--- config.mk ---
export PLATFORM = sky130hd
export DESIGN_NAME = i2c_cmd_queue
export DESIGN_NICKNAME = d
export VERILOG_FILES = /design/src/rtl/i2c_cmd_queue.sv
export SDC_FILE = /design/constraint.sdc
export NUM_CORES = 1
export LEC_CHECK = 0
export ABC_AREA = 1
export CAP_MARGIN = 25
export CORE_MARGIN = 2
export CORE_UTILIZATION = 45
export DETAILED_ROUTE_END_ITERATION = 8
export PLACE_DENSITY = 0.69
export SYNTH_ARGS = -nofsm -noshare
export SYNTH_HDL_FRONTEND = slang
export SYNTH_SLANG_ARGS = --single-unit
--- constraint.sdc ---
create_clock -name clk -period 5.46 [get_ports clk]
set_clock_uncertainty 0.15 [all_clocks]
set_input_delay 1.092 -clock clk [delete_from_list [all_inputs] [get_ports clk]]
set_output_delay 1.092 -clock clk [all_outputs]
set_load 0.1 [all_outputs]
--- src/rtl/i2c_cmd_queue.sv ---
// Command queue and RX byte buffer sitting between the TinyQV I2C_DATA MMIO slot and the I2C bridge.
// Commands are issued one at a time and paced by bridge status; received bytes are drained automatically.
module i2c_cmd_queue #(
  parameter int DEPTH    = 4,
  parameter int RX_DEPTH = 4,
  parameter int TIMEOUT  = 200000
) (
  input  logic        clk,
  input  logic        rst_n,
  input  logic [31:0] cpu_data_in,
  input  logic        cpu_wr,
  input  logic        cpu_rd,
  output logic [31:0] cpu_data_out,
  output logic [12:0] br_data_in,
  output logic        br_data_wr,
  output logic        br_data_rd,
  input  logic [11:0] br_status
);

  localparam int AW = $clog2(DEPTH);
  localparam int RW = $clog2(RX_DEPTH);
  localparam int TW = $clog2(TIMEOUT + 1);
  localparam logic [3:0] CMD_MAX = 4'(DEPTH);
  localparam logic [3:0] RX_MAX  = 4'(RX_DEPTH);
  localparam logic [TW-1:0] TMO_LAST = TW'(TIMEOUT - 1);

  localparam logic [1:0] S_IDLE   = 2'd0;
  localparam logic [1:0] S_ISSUE  = 2'd1;
  localparam logic [1:0] S_SETTLE = 2'd2;
  localparam logic [1:0] S_WAIT   = 2'd3;

  localparam logic [1:0] C_IMM  = 2'd0;
  localparam logic [1:0] C_DATA = 2'd1;
  localparam logic [1:0] C_READ = 2'd2;
  localparam logic [1:0] C_STOP = 2'd3;

  // WAIT exit class; read takes precedence, then plain data writes, then a bare stop
  function automatic logic [1:0] classify(input logic [12:0] w);
    logic [1:0] c;
    if (w[9]) begin
      c = C_READ;
    end else if ((w[10] | w[11]) & ~w[8]) begin
      c = C_DATA;
    end else if (w[12] & ~w[8]) begin
      c = C_STOP;
    end else begin
      c = C_IMM;
    end
    return c;
  endfunction

  logic [12:0]   cmd_mem_q [DEPTH];
  logic [12:0]   cmd_mem_d [DEPTH];
  logic [AW-1:0] cmd_wp_q, cmd_wp_d, cmd_rp_q, cmd_rp_d;
  logic [3:0]    cmd_cnt_q, cmd_cnt_d;
  logic [7:0]    rx_mem_q [RX_DEPTH];
  logic [7:0]    rx_mem_d [RX_DEPTH];
  logic [RW-1:0] rx_wp_q, rx_wp_d, rx_rp_q, rx_rp_d;
  logic [3:0]    rx_cnt_q, rx_cnt_d;
  logic [1:0]    state_q, state_d, cls_q, cls_d;
  logic          settle_q, settle_d;
  logic [TW-1:0] wait_cnt_q, wait_cnt_d;
  logic          nack_q, nack_d, ovf_q, ovf_d, tmo_q, tmo_d;
  logic          rd_prev_q, rd_prev_d;

  logic        flush_s, push_req_s, push_s, pop_s, cmd_empty_s, cmd_full_s;
  logic        rx_full_s, rx_empty_s, rx_cap_s, rx_pop_s, wait_exit_s, tmo_set_s, busy_s;
  logic [12:0] head_s;
  logic        unused_s;

  assign unused_s    = ^cpu_data_in[30:13];
  assign flush_s     = cpu_wr & cpu_data_in[31];
  assign push_req_s  = cpu_wr & ~cpu_data_in[31];
  assign cmd_empty_s = (cmd_cnt_q == 4'd0);
  assign cmd_full_s  = (cmd_cnt_q == CMD_MAX);
  assign pop_s       = (state_q == S_ISSUE) & ~cmd_empty_s;
  assign push_s      = push_req_s & (~cmd_full_s | pop_s);
  assign head_s      = cmd_mem_q[cmd_rp_q];
  assign rx_empty_s  = (rx_cnt_q == 4'd0);
  assign rx_full_s   = (rx_cnt_q == RX_MAX);
  // The one-cycle gap after each read strobe gives the bridge time to drop rx_valid
  assign rx_cap_s    = br_status[10] & ~rx_full_s & ~rd_prev_q;
  assign rx_pop_s    = cpu_rd & ~rx_empty_s;
  assign busy_s      = (state_q != S_IDLE) | ~cmd_empty_s | br_status[9];

  // Command FIFO next-state
  always_comb begin
    cmd_mem_d = cmd_mem_q;
    cmd_wp_d  = cmd_wp_q;
    cmd_rp_d  = cmd_rp_q;
    cmd_cnt_d = cmd_cnt_q;
    if (flush_s) begin
      cmd_wp_d  = '0;
      cmd_rp_d  = '0;
      cmd_cnt_d = 4'd0;
    end else begin
      if (push_s) begin
        cmd_mem_d[cmd_wp_q] = cpu_data_in[12:0];
        cmd_wp_d = cmd_wp_q + AW'(1);
      end else begin
        cmd_wp_d = cmd_wp_q;
      end
      cmd_rp_d  = pop_s ? cmd_rp_q + AW'(1) : cmd_rp_q;
      cmd_cnt_d = cmd_cnt_q + {3'd0, push_s} - {3'd0, pop_s};
    end
  end

  // RX FIFO next-state
  always_comb begin
    rx_mem_d  = rx_mem_q;
    rx_wp_d   = rx_wp_q;
    rx_rp_d   = rx_rp_q;
    rx_cnt_d  = rx_cnt_q;
    rd_prev_d = rx_cap_s;
    if (flush_s) begin
      rx_wp_d  = '0;
      rx_rp_d  = '0;
      rx_cnt_d = 4'd0;
    end else begin
      if (rx_cap_s) begin
        rx_mem_d[rx_wp_q] = br_status[7:0];
        rx_wp_d = rx_wp_q + RW'(1);
      end else begin
        rx_wp_d = rx_wp_q;
      end
      rx_rp_d  = rx_pop_s ? rx_rp_q + RW'(1) : rx_rp_q;
      rx_cnt_d = rx_cnt_q + {3'd0, rx_cap_s} - {3'd0, rx_pop_s};
    end
  end

  // WAIT exit condition for the class latched at issue
  always_comb begin
    case (cls_q)
      C_DATA:  wait_exit_s = ~br_status[11];
      C_READ:  wait_exit_s = rx_cap_s;
      C_STOP:  wait_exit_s = ~br_status[9];
      default: wait_exit_s = 1'b1;
    endcase
  end

  // Issue FSM; a satisfied WAIT chains straight into ISSUE to keep the 4-cycle cadence
  always_comb begin
    state_d    = state_q;
    cls_d      = cls_q;
    settle_d   = settle_q;
    wait_cnt_d = wait_cnt_q;
    tmo_set_s  = 1'b0;
    case (state_q)
      S_IDLE: begin
        if (!cmd_empty_s) begin
          state_d = S_ISSUE;
          cls_d   = classify(head_s);
        end else begin
          state_d = S_IDLE;
        end
      end
      S_ISSUE: begin
        state_d  = S_SETTLE;
        settle_d = 1'b0;
      end
      S_SETTLE: begin
        if (settle_q) begin
          state_d    = S_WAIT;
          wait_cnt_d = '0;
        end else begin
          settle_d = 1'b1;
        end
      end
      S_WAIT: begin
        if (wait_exit_s) begin
          if (!cmd_empty_s) begin
            state_d = S_ISSUE;
            cls_d   = classify(head_s);
          end else begin
            state_d = S_IDLE;
          end
        end else if (wait_cnt_q == TMO_LAST) begin
          tmo_set_s = 1'b1;
          state_d   = S_IDLE;
        end else begin
          wait_cnt_d = wait_cnt_q + TW'(1);
        end
      end
      default: state_d = S_IDLE;
    endcase
    if (flush_s) begin
      state_d = S_IDLE;
    end else begin
      state_d = state_d;
    end
  end

  // Sticky error flags, cleared only by flush
  always_comb begin
    if (flush_s) begin
      nack_d = 1'b0;
      ovf_d  = 1'b0;
      tmo_d  = 1'b0;
    end else begin
      nack_d = nack_q | br_status[8];
      ovf_d  = ovf_q | (push_req_s & ~push_s);
      tmo_d  = tmo_q | tmo_set_s;
    end
  end

  // State registers
  always_ff @(posedge clk or negedge rst_n) begin
    if (!rst_n) begin
      for (int i = 0; i < DEPTH; i++) cmd_mem_q[i] <= 13'd0;
      for (int i = 0; i < RX_DEPTH; i++) rx_mem_q[i] <= 8'd0;
      cmd_wp_q   <= '0;
      cmd_rp_q   <= '0;
      cmd_cnt_q  <= 4'd0;
      rx_wp_q    <= '0;
      rx_rp_q    <= '0;
      rx_cnt_q   <= 4'd0;
      state_q    <= S_IDLE;
      cls_q      <= C_IMM;
      settle_q   <= 1'b0;
      wait_cnt_q <= '0;
      nack_q     <= 1'b0;
      ovf_q      <= 1'b0;
      tmo_q      <= 1'b0;
      rd_prev_q  <= 1'b0;
    end else begin
      cmd_mem_q  <= cmd_mem_d;
      rx_mem_q   <= rx_mem_d;
      cmd_wp_q   <= cmd_wp_d;
      cmd_rp_q   <= cmd_rp_d;
      cmd_cnt_q  <= cmd_cnt_d;
      rx_wp_q    <= rx_wp_d;
      rx_rp_q    <= rx_rp_d;
      rx_cnt_q   <= rx_cnt_d;
      state_q    <= state_d;
      cls_q      <= cls_d;
      settle_q   <= settle_d;
      wait_cnt_q <= wait_cnt_d;
      nack_q     <= nack_d;
      ovf_q      <= ovf_d;
      tmo_q      <= tmo_d;
      rd_prev_q  <= rd_prev_d;
    end
  end

  assign br_data_wr   = (state_q == S_ISSUE);
  assign br_data_in   = br_data_wr ? head_s : 13'd0;
  assign br_data_rd   = rx_cap_s;
  assign cpu_data_out = {8'd0, rx_cnt_q, cmd_cnt_q, 2'b00, tmo_q, ovf_q, cmd_full_s, busy_s,
                         nack_q, ~rx_empty_s, rx_empty_s ? 8'd0 : rx_mem_q[rx_rp_q]};

endmodule

==> impl_metrics.py <==
metrics = {
    "clocking": {
        "clk_pin_slew_ns": 0.06,
        "post-cts-setup-buffer-count": 0,
        "cts_buffer_depth": 2,
        "cts_resized": 0,
        "cts_root_buf": "clkbuf_16",
        "htreeDepth": 4,
        "cts_tree": "yes",
        "clk_latency_ns": 0.42,
        "numCtsBuffers": 17,
        "clock-sinks": 127,
        "hold_buffers": 0,
    },
    "power": {
        "p_sw_mw": 2.74,
        "powerDensity_nw_per_um2": 684,
        "vdd_ir_drop_max_mv": 0.398,
        "power_frac_clock_pct": 21.3,
        "pwr-share-seq_pct": 28.5,
        "pwr-share-comb_pct": 50.2,
        "internal-power_mw": 2.75,
        "leakage_nw": 3.85,
        "netSwitchingFraction_pct": 49.9,
        "p_total_mw": 5.48,
    },
    "sta": {
        "max_freq_mhz": 212,
        "maxSlewViolCount": 0,
        "holdWs_ns": 0.331,
        "setup_viol": 0,
        "post-route-min-period_ns": 4.72,
        "finalSetupTns_ns": 0,
        "finalHoldViolCount": 0,
        "rsz0062_at_grt": "no",
        "tightest_slew_ns": 1.02,
        "slew_headroom_pct": 32.1,
        "final.period_utilization_pct": 86.4,
    },
    "logic_synthesis": {
        "synth_xor_xnor_area_share_pct": 1.94,
        "synth_top_family_by_area": "simple AND/OR/NAND/NOR gates",
        "yosysWarnings": 0,
        "avgSynthCellArea_um2": 7.75,
        "synth_top_cell_by_area": "dfrtp_1",
        "synth_compound_area_share_pct": 13.8,
        "ys.flop_type": "dfrtp_1",
        "synth.most_common_cell": "nand2_1",
        "yosys.area.top_type_share_pct": 46.8,
        "ys_types": 36,
        "async_flop_share_pct": 100,
        "synth_area_leaders": "dfrtp_1 47%, nand2_1 13%, o21ai_0 9.0%",
        "netlist_instances": 876,
        "synth_fa_ha_area_share_pct": 5.38,
        "seq_area_frac_synth_pct": 46.8,
        "syn_area_um2": 6790,
        "netlist_top_cells_count": "240 x nand2_1, 127 x dfrtp_1, 122 x o21ai_0",
        "synthMuxAreaShare_pct": 0,
        "synth-simple-area-share_pct": 22.6,
        "synth_edf_count": 0,
        "synth-seq-cells": 127,
    },
    "job": {
        "drv_cap": 0,
    },
    "detailed_routing": {
        "routed_via_density": 5.03,
        "drt_iter0_drc": 539,
        "drtAntennaViolNets": 0,
        "drc": 0,
        "wl_per_cell_um": 13.8,
        "vias": 5631,
        "first_pass_iters": 5,
        "drt_wl_total_um": 15400,
    },
    "placed_design": {
        "gp_congestion": 0.800,
        "port_buffers": 66,
        "placed_cells": 1088,
        "dp_hpwl_um": 10100,
    },
    "worst_setup_path": {
        "critPathCaptureType": "output pin",
        "cp_slowest_cell": "dfrtp_1",
        "worstSetupPathType": "register to output pin",
        "path_max_fanout": 34,
        "cpMostUsedCell": "nand2_1",
        "critical_path_arrival_ns": 3.48,
        "max_stage_delay_ns": 0.99,
        "path_cells": "inv_1, nand2_1, nand3_1, nand2_1, nor2_1, clkdlybuf4s50_1",
        "critical_path_required_ns": 4.22,
        "cp-start-kind": "register",
    },
    "cells_and_area": {
        "diodes": 0,
        "post-route-util_pct": 54.7,
        "fin_nets": 999,
        "drive_above_1_share_pct": 6.30,
        "synthToLayoutAreaGrowth_pct": 18.1,
        "fin_cells": 1120,
        "fillCellCount": 1388,
    },
    "hold_path": {
        "hold_class": "register to register",
    },
    "grt": {
        "antenna_found_initial": 0,
        "grt_pass1_vias": 5435,
        "grt_max_degree": 64,
        "use_met2_pct": 33.0,
        "grt_use_total_pct": 20.7,
        "grt_overflow": 0,
        "use_met1_pct": 28.6,
        "grt_pass1_wl_um": 26700,
        "gr-usage-met3_pct": 4.68,
        "grt_busiest_layer": "met2",
    },
    "die": {
        "initial_core_util_pct": 46.3,
        "ios": 95,
        "die_h_um": 127,
        "fp-row-count": 44,
        "core_area_um2": 14600,
        "die_w_um": 127,
        "fp.dieArea_um2": 16100,
    },
    "outcome": {
        "status": "complete, no violations",
    },
}
==> flip-flops by register name, summed over array words and instances, names as in the netlist <==
register and flops:
rx_mem_q 32, ovf_q 1, settle_q 1, cls_q 2
rx_wp_q 2, cmd_cnt_q 4, cmd_rp_q 2, rx_cnt_q 4
tmo_q 1, cmd_mem_q 52, nack_q 1, rx_rp_q 2
cmd_wp_q 2, state_q 2, rd_prev_q 1, wait_cnt_q 18
==> layout by cell type, fill, tap and decap left out, types with 12 or more instances in the layout <==
master / netlist / routed
clkbuf_16: 0 / 17
dfrtp_1: 127 / 127
o21ai_1: 12 / 12
inv_1: 84 / 84
nand3_1: 26 / 26
o21ai_0: 122 / 122
buf_4: 19 / 13
nor2_1: 100 / 100
clkdlybuf4s50_1: 0 / 56
nand2_1: 240 / 240
ha_1: 26 / 26
a21oi_1: 44 / 44
==> routing by layer <==
| layer | part of all wire (%) | vias to the layer above |
|---|---|---|
| met2 | 47 | 121 |
| li1 | - | 2839 |
| met4 | 1.0 | 0 |
| met5 | 0 | - |
| met3 | 4.3 | 15 |
| met1 | 48 | 2656 |
==> critical path: cells and delay by family (launching register included) <==
family	cells	cell delay, ns
buffers and inverters	2	1.60
flip-flops	1	0.99
AND/OR/NAND/NOR	4	0.48
==> through the flow <==
step           instance area [um2]  setup WS, ns
6_report                      8010         0.740
5_1_grt                       8010         0.526
4_1_cts                       8010         0.702
3_5_place_dp                  7410          1.18
3_3_place_gp                  7410          1.21
2_1_floorplan                 6820         0.434
==> cell families after synthesis <==
group / count (synthesis)
AO/OA/AOI/OAI: 184
other: 1
adder cells (fa/ha/maj): 28
buffers and inverters: 139
XOR/XNOR: 15
AND/OR/NAND/NOR: 382
flip-flops: 127
==> layout make-up <==
class                   instances  area (um2)  share of cell area [%]
flip-flops and latches        127        3180                    39.7
repair buffers                 69         658                    8.21
clock inverters                12         160                    2.00
multi-input cells             619        3010                    37.5
clock buffers                  20         447                    5.57
inverters                      89         334                    4.17
well taps                     184         230                    2.87
==> final timing paths <==
check,from,endpoint,slack [ns],cells after the start
min in group asynchronous,rst_n,wait_cnt_q[14]$_DFFE_PN0P_,0.62,1
min reg2reg,rx_mem_q[3]$_DFFE_PN0P_,rx_mem_q[3]$_DFFE_PN0P_,0.33,2
max in group asynchronous,rst_n,rx_mem_q[19]$_DFFE_PN0P_,3.54,2
max,cmd_rp_q[0]$_DFFE_PN0P_,br_data_in[11],0.74,6
min,rx_mem_q[3]$_DFFE_PN0P_,rx_mem_q[3]$_DFFE_PN0P_,0.33,2
max reg2reg,cmd_cnt_q[2]$_DFF_PN0_,cmd_cnt_q[1]$_DFF_PN0_,2.63,13
==> power groups by stage <==
stage | clock network (mW) | registers, mW | logic, mW
finish | 1.17 | 1.57 | 2.75
global route | 1.23 | 1.62 | 3.02
CTS | 1.18 | 1.56 | 2.77
detailed placement | 0 | 1.58 | 2.75
global placement | 0 | 1.57 | 2.72
floorplan | 0 | 1.66 | 2.08
No activity file was read; power rests on OpenSTA's default activity.
